### config.mk
export PLATFORM = sky130hd
export DESIGN_NAME = mult_share_arbiter
export DESIGN_NICKNAME = d
export VERILOG_FILES = /design/src/rtl/mult_arb_pkg.sv /design/src/rtl/binary_multiplier.sv /design/src/rtl/mult_share_arbiter.sv
export SDC_FILE = /design/constraint.sdc
export NUM_CORES = 2
export LEC_CHECK = 0
export CAP_MARGIN = 20
export CORE_MARGIN = 1.5
export CORE_UTILIZATION = 47
export DETAILED_ROUTE_END_ITERATION = 12
export GPL_ROUTABILITY_DRIVEN = 0
export HOLD_SLACK_MARGIN = 0.03
export PLACE_DENSITY = 0.66
export SLEW_MARGIN = 20
export SYNTH_ARGS = -nofsm -noshare
export SYNTH_HDL_FRONTEND = slang
export SYNTH_SLANG_ARGS = --single-unit
### constraint.sdc
create_clock -name clk -period 7.6 [get_ports clk]
set_clock_uncertainty 0.15 [all_clocks]
set_input_delay 1.52 -clock clk [delete_from_list [all_inputs] [get_ports clk]]
set_output_delay 1.52 -clock clk [all_outputs]
set_load 0.01 [all_outputs]
### src/rtl/mult_arb_pkg.sv
// Shared types and constants for the two-client multiplier arbiter.
package mult_arb_pkg;

   localparam int NUM_REQ = 2;

   typedef enum logic [1:0] {IDLE, MUL, RESP} state_t;

   typedef logic req_id_t;

   function automatic logic [NUM_REQ-1:0] id_onehot(input req_id_t id);
      return id ? 2'b10 : 2'b01;
   endfunction

endpackage

### src/rtl/binary_multiplier.sv
// Combinational unsigned N x N -> 2N multiplier, full-width product.
module binary_multiplier #(
   parameter int N = 24
) (
   input  logic [N-1:0]   i_a,
   input  logic [N-1:0]   i_b,
   output logic [2*N-1:0] o_p
);

   // Both operands are zero-extended so the product keeps every bit.
   assign o_p = {{N{1'b0}}, i_a} * {{N{1'b0}}, i_b};

endmodule

### src/rtl/mult_share_arbiter.sv
// Round-robin sharing of one registered-in/registered-out multiplier between two clients.
module mult_share_arbiter
   import mult_arb_pkg::*;
#(
   parameter int N = 24
) (
   input  logic               clk,
   input  logic               rst,
   input  logic [NUM_REQ-1:0] req_valid,
   output logic [NUM_REQ-1:0] req_ready,
   input  logic [N-1:0]       req_a [NUM_REQ],
   input  logic [N-1:0]       req_b [NUM_REQ],
   output logic [NUM_REQ-1:0] rsp_valid,
   input  logic [NUM_REQ-1:0] rsp_ready,
   output logic [2*N-1:0]     rsp_p,
   output logic               busy
);

   state_t         r_state;
   state_t         w_next;
   req_id_t        r_id;
   req_id_t        r_last_gnt;
   req_id_t        w_gnt;
   logic           w_hs;
   logic [N-1:0]   r_a_p0;
   logic [N-1:0]   r_b_p0;
   logic [2*N-1:0] r_p_p1;
   logic [2*N-1:0] w_p;

   binary_multiplier #(.N(N)) u_mult (
      .i_a (r_a_p0),
      .i_b (r_b_p0),
      .o_p (w_p)
   );

   always_comb begin
      w_next    = r_state;
      w_gnt     = 1'b0;
      req_ready = '0;
      rsp_valid = '0;

      // Contention goes to whoever was not served last.
      case (req_valid)
         2'b01:   w_gnt = 1'b0;
         2'b10:   w_gnt = 1'b1;
         2'b11:   w_gnt = ~r_last_gnt;
         default: w_gnt = 1'b0;
      endcase

      w_hs = (r_state == IDLE) && req_valid[w_gnt];

      case (r_state)
         IDLE: begin
            if (w_hs) begin
               req_ready = id_onehot(w_gnt);
               w_next    = MUL;
            end
         end
         MUL:  w_next = RESP;
         RESP: begin
            rsp_valid = id_onehot(r_id);
            if (rsp_ready[r_id]) w_next = IDLE;
         end
         default: w_next = IDLE;
      endcase
   end

   always_ff @(posedge clk) begin
      if (rst) begin
         r_state    <= IDLE;
         r_id       <= 1'b0;
         r_last_gnt <= 1'b1;
         r_a_p0     <= '0;
         r_b_p0     <= '0;
         r_p_p1     <= '0;
      end else begin
         r_state <= w_next;
         case (r_state)
            // stage p0: operands captured on the request handshake
            IDLE: begin
               if (w_hs) begin
                  r_a_p0     <= req_a[w_gnt];
                  r_b_p0     <= req_b[w_gnt];
                  r_id       <= w_gnt;
                  r_last_gnt <= w_gnt;
               end
            end
            // stage p1: product registered, held through the response phase
            MUL:     r_p_p1 <= w_p;
            default: ;
         endcase
      end
   end

   assign rsp_p = r_p_p1;
   assign busy  = (r_state != IDLE);

endmodule

* After elaboration in Yosys (flattened, before gate mapping) *
Index checks and enable logic that the tools add are counted.

word-level totals
  flip-flop bits (word level) = 100
  word-level logic and storage cells = 42

cells by class
  multipliers = 1
  magnitude comparators = 3
  equality and inequality tests = 6
  multiplexer cells = 19
  bitwise operators = 2
  reduce and logical (&&, ||, !) cells = 5

operator list
  cell                                                                           number
  24-bit two-way mux                                                             6
  24-bit by 24-bit multiplier with 48-bit output                                 1
  2-bit two-way mux                                                              7
  2-bit equality test (second input constant)                                    3
  2-bit one-hot mux with 3 select lines                                          1
  1-bit by 2-bit less-than comparator with 1-bit output (second input constant)  2
  1-bit two-way mux                                                              4
  2-bit != test (second input constant)                                          2
  2-bit AND reduction                                                            2
  2-bit by 1-bit equality test with 1-bit output (second input constant)         1
  2-bit greater-or-equal comparator (second input constant)                      1
  2-bit zero test                                                                1
  1-bit NOT with 2-bit output                                                    1
  1-bit one-hot mux with 2 select lines                                          1
  2-bit nonzero test                                                             1
  1-bit logical AND                                                              1
  1-bit NOT                                                                      1

* Logic depth before layout (Yosys ltp) *
  depth after elaboration = 7
  mapped depth = 26
  mapped depth without buffers = 24

* Hierarchy *
Synthesis repeated with hierarchy kept, for this count alone.

second synthesis, totals
  cells, all modules = 2681
  area, all modules = 23119.7 µm²

by module, submodules not included
  module              instances  cells each  area an instance (µm²)
  binary_multiplier   1          2170        19034.5
  mult_share_arbiter  1          511         4085.2

* Worst setup path before layout *
Ideal clock, no wire load.

  path kind = reg2reg
  start point = register r_a_p0[19]
  end point = register r_p_p1[43] (netlist: rsp_p[43])
  setup time = 0.122 ns
  data arrival time = 6.539 ns
  required time = 7.328 ns
  path slack = 0.789 ns
  stages on the path, launching flop included = 24
  buffers on the path = 1
  path through = dfxtp_1 > clkbuf_1 > nand2_1 > fa_1 > inv_1 > fa_1 > inv_1 > fa_1 > fa_1 > inv_1 > fa_1 > fa_1 > inv_1 > fa_1 > inv_1 > ha_1 > a21o_1 > o21bai_1 > a311o_1 > a221o_1 > a41oi_4 > nor4_2 > o21a_1 > a311o_1

between the ends
  word-level cells in the longest chain between the ends = 1

RTL lines
  element                                         RTL line                  text
  from (decl)                                     mult_share_arbiter.sv:25  logic [N-1:0] r_a_p0;
  from (signal assigned)                          mult_share_arbiter.sv:82  r_a_p0 <= req_a[w_gnt];
  24-bit by 24-bit multiplier with 48-bit output  binary_multiplier.sv:11   assign o_p = {{N{1'b0}}, i_a} * {{N{1'b0}}, i_b};
  to (signal assigned)                            mult_share_arbiter.sv:89  MUL: r_p_p1 <= w_p;
  to (decl)                                       mult_share_arbiter.sv:27  logic [2*N-1:0] r_p_p1;

No other way between the ends.
A chain may end at the register's enable or synchronous reset.

* Final worst setup path *
  start point = register r_a_p0[21]
  end point = register r_p_p1[43] (netlist: rsp_p[43])

The elaborated chain is that of the path after synthesis.

==> impl_metrics.env <==
export IMPL_status="complete, no violations"
export IMPL_relSlewSlack=0.2813
export IMPL_hold_class="reg -> reg"
export IMPL_path_class="reg -> reg"
export IMPL_core_mm2=0.04785
export IMPL_ir_drop_uv=145.7
export IMPL_slowest_stage="dfxtp_1"
export IMPL_post_dp_hpwl_um=53860
export IMPL_setup_viol=0
export IMPL_regArea_mm2=0.002029
export IMPL_reg2reg_from="r_a_p0[21]"
export IMPL_drc=0
export IMPL_synthCells=2590
export IMPL_antenna_left=0
export IMPL_worst_skew_pair_late_latency_ns=0.36
export IMPL_yosys_top_cells_area="fa_1 (42%), ha_1 (9.6%), inv_1 (9.2%), dfxtp_1 (8.8%), and2_1 (8.4%)"
export IMPL_syn_nets=3348
export IMPL_antenna_found_initial=0
export IMPL_final_common_cell="inv_1"
export IMPL_end_kind="register"
export IMPL_yosysUniqueCellTypes=71
export IMPL_fmax_ghz=0.1363
export IMPL_rsz0062_at_grt="no"
export IMPL_multiInputGateArea_mm2=0.01804
export IMPL_synth_area_per_cell_um2=8.801
export IMPL_synth_top_area_frac=0.4233
export IMPL_p_leak_nw=12.21
export IMPL_cts_sinks=100
export IMPL_synth_simple_area_share=0.1830
export IMPL_holdCritStartpoint="rsp_p[13]"
export IMPL_port_buffers=154
export IMPL_grt_max_degree=72
export IMPL_final_cell_mix="inv_1 (560), fa_1 (482), nand2_1 (377)"
export IMPL_power_density_mw_per_mm2=125.2
export IMPL_vias=17920
export IMPL_start_util=0.4764
export IMPL_diodes=0
export IMPL_crit_buf_inv=4
export IMPL_hold_buffers=0
export IMPL_place_inst=3276
export IMPL_synth_xor_area_share=0.01306
export IMPL_crit_arrival_ns=7.45
export IMPL_drv_slew=0
export IMPL_track_usage=0.2736
export IMPL_ys_ff_latch=100
export IMPL_worstPathRequired_ns=7.71
export IMPL_synthAdderAreaFrac=0.5188
export IMPL_final_fill_count=4394
export IMPL_vias_per_cell=5.444
export IMPL_fin_crit_sh=0.9652
export IMPL_drv_cap=0
export IMPL_cp_common_cell="fa_1"
export IMPL_synth_edf_count=0
export IMPL_dieHeight_um=223.2
export IMPL_crit_path_max_incr_delay_ns=0.70
export IMPL_area_growth_syn_to_layout_pct=11.48
export IMPL_crit_start="r_a_p0[21]"
export IMPL_rows=80
export IMPL_drt_total_wl_um=64640
export IMPL_critPathLaunchType="register"
export IMPL_grt_ovfl_total=0
export IMPL_first_pass_iters=7
export IMPL_die_x_um=223.2
export IMPL_cts_buffers=9
export IMPL_crit_chain="and2_1, fa_1, fa_1, inv_1, fa_1, fa_1, inv_1, fa_1, fa_1, inv_1, fa_1, inv_1, ha_1, a21o_1, o21bai_1, a311o_1, a221o_1, a41oi_4, nor4_2, o21a_1, a311o_1"
export IMPL_cp_max_fo=12
export IMPL_cts_setup_buffers=0
export IMPL_fin_cells=3292
export IMPL_fin_setup_tns_ns=0
export IMPL_grt_pass1_vias=19510
export IMPL_cts_buffer_depth=2
export IMPL_async_reset_ff_frac=0
export IMPL_path_clk_slew_ns=0.09
export IMPL_finalCriticalPeriod_ns=7.335
export IMPL_yosysTopAreaCell="fa_1"
export IMPL_cts_tree="built"
export IMPL_synth_compound_area_frac=0.07432
export IMPL_worstMarginPinSlew_ns=1.078
export IMPL_nets=3430
export IMPL_ys_warn_count=0
export IMPL_synth_seq_area_share=0.08782
export IMPL_synth_top_family_by_area="adder cells"
export IMPL_drt_iter0_drc=1288
export IMPL_htreeDepth=3
export IMPL_design_portCount=155
export IMPL_drive_gt1_frac=0.04931
export IMPL_ys_flop_type="dfxtp_1"
export IMPL_routedWlPerCell_um=19.63
export IMPL_hold_viol=0
export IMPL_grt_pass1_wl_um=106200
export IMPL_path_delay_family="adder cells"
export IMPL_dieArea_mm2=0.04983
export IMPL_cts_root_buf="clkbuf_16"
export IMPL_synth_mux_area_frac=0.001317
export IMPL_syn_area_mm2=0.02280
## kinds of logic after synthesis
| logic type | after synthesis |
|---|---|
| and+or+nand+nor | 845 |
| DFF | 100 |
| muxes | 3 |
| adders and majority gates | 656 |
| AOI/OAI and AO/OA | 235 |
| xor gates and xnor gates | 34 |
| buffers and inverters | 717 |
## what timing repair did
item / CTS / global route
gates resized for setup: 0 / 22
hold endpoints to repair: 0 / 0
setup endpoints to repair: 0 / 16
## layer usage
| layer | vias up | GRT usage | wire length, um | share of wire |
|---|---|---|---|---|
| li1 | 7992 | - | - | - |
| met1 | 9094 | 0.3699 | 26810 | 0.41 |
| met2 | 716 | 0.4442 | 30340 | 0.47 |
| met3 | 119 | 0.06401 | 5823 | 0.090 |
| met4 | 0 | 0.06847 | 1658 | 0.026 |
| met5 | - | 0 | 0 | 0 |
## cell usage after synthesis (3+ instances only)
library cell,n
inv_1,560
fa_1,482
nand2_1,377
and2_1,305
ha_1,174
clkbuf_1,136
dfxtp_1,100
a21oi_1,77
nor2_1,72
a222oi_1,48
o21ai_0,25
xnor2_1,23
nand3_1,21
nand4_1,17
a21o_1,14
xor2_1,11
a31oi_1,10
nor3_1,10
o21bai_1,9
a211oi_1,8
and3_1,7
buf_6,6
o211ai_1,6
buf_2,5
and4_1,4
nand3b_1,4
nor2b_1,4
o21a_1,4
o31ai_1,4
buf_1,3
clkbuf_4,3
mux2i_1,3
nand2b_1,3
nor4_1,3
o311ai_0,3
or3_1,3
or4_1,3
## through the flow
stage	hold WS (ns)	power (mW)	worst slack, ns	area, um2	util
after floorplan	0.3056	1.936	0.7891	22800	-
after global placement	0.2881	2.614	0.1615	25060	0.5238
after detailed placement	0.2994	2.626	0.1220	25060	0.5238
after CTS	0.3123	3.171	0.1167	25390	0.5306
after global routing	0.3274	3.435	0.006331	25410	0.5311
final	0.3075	3.182	0.2646	25410	0.5311
## layout make-up
class / instances / share of cell area
Sequential cell: 100 / 0.07986
Clock inverter: 7 / 0.003840
Tap cell: 615 / 0.03028
Timing Repair Buffer: 228 / 0.08439
Inverter: 560 / 0.08271
Multi-Input combinational cell: 1773 / 0.7101
Clock buffer: 9 / 0.008862
## final timing paths
check | cells after the start | slack [ns] | endpoint
worst max-delay path | 21 | 0.26 | rsp_p[43]
worst min-delay path | 2 | 0.31 | rsp_p[13]
worst max register to register | 21 | 0.26 | rsp_p[43]
worst min register to register | 2 | 0.31 | rsp_p[13]
## sequential cells by signal, indices dropped and copies added (netlist names)
register    count
r_last_gnt      1
rsp_p          48
r_a_p0         24
r_b_p0         24
r_id            1
r_state         2
## worst register-to-register path: cells and delay by family, from the launching register on
kind	cells	cell delay, ns
adder cells (fa/ha/maj)	8	3.84
AND/OR/NAND/NOR	2	0.35
buffers and inverters	4	0.26
AO/OA/AOI/OAI	7	1.94
flip-flops	1	0.70
## power breakdown
| part | leakage (nW) | internal [mW] | switching [mW] | total [mW] |
|---|---|---|---|---|
| clock network | 0.150 | 0.265 | 0.249 | 0.515 |
| registers | 0.826 | 0.581 | 0.129 | 0.710 |
| logic | 11.2 | 0.766 | 1.19 | 1.96 |
| total | 12.2 | 1.61 | 1.57 | 3.18 |
No activity file was read; power rests on OpenSTA's default activity.
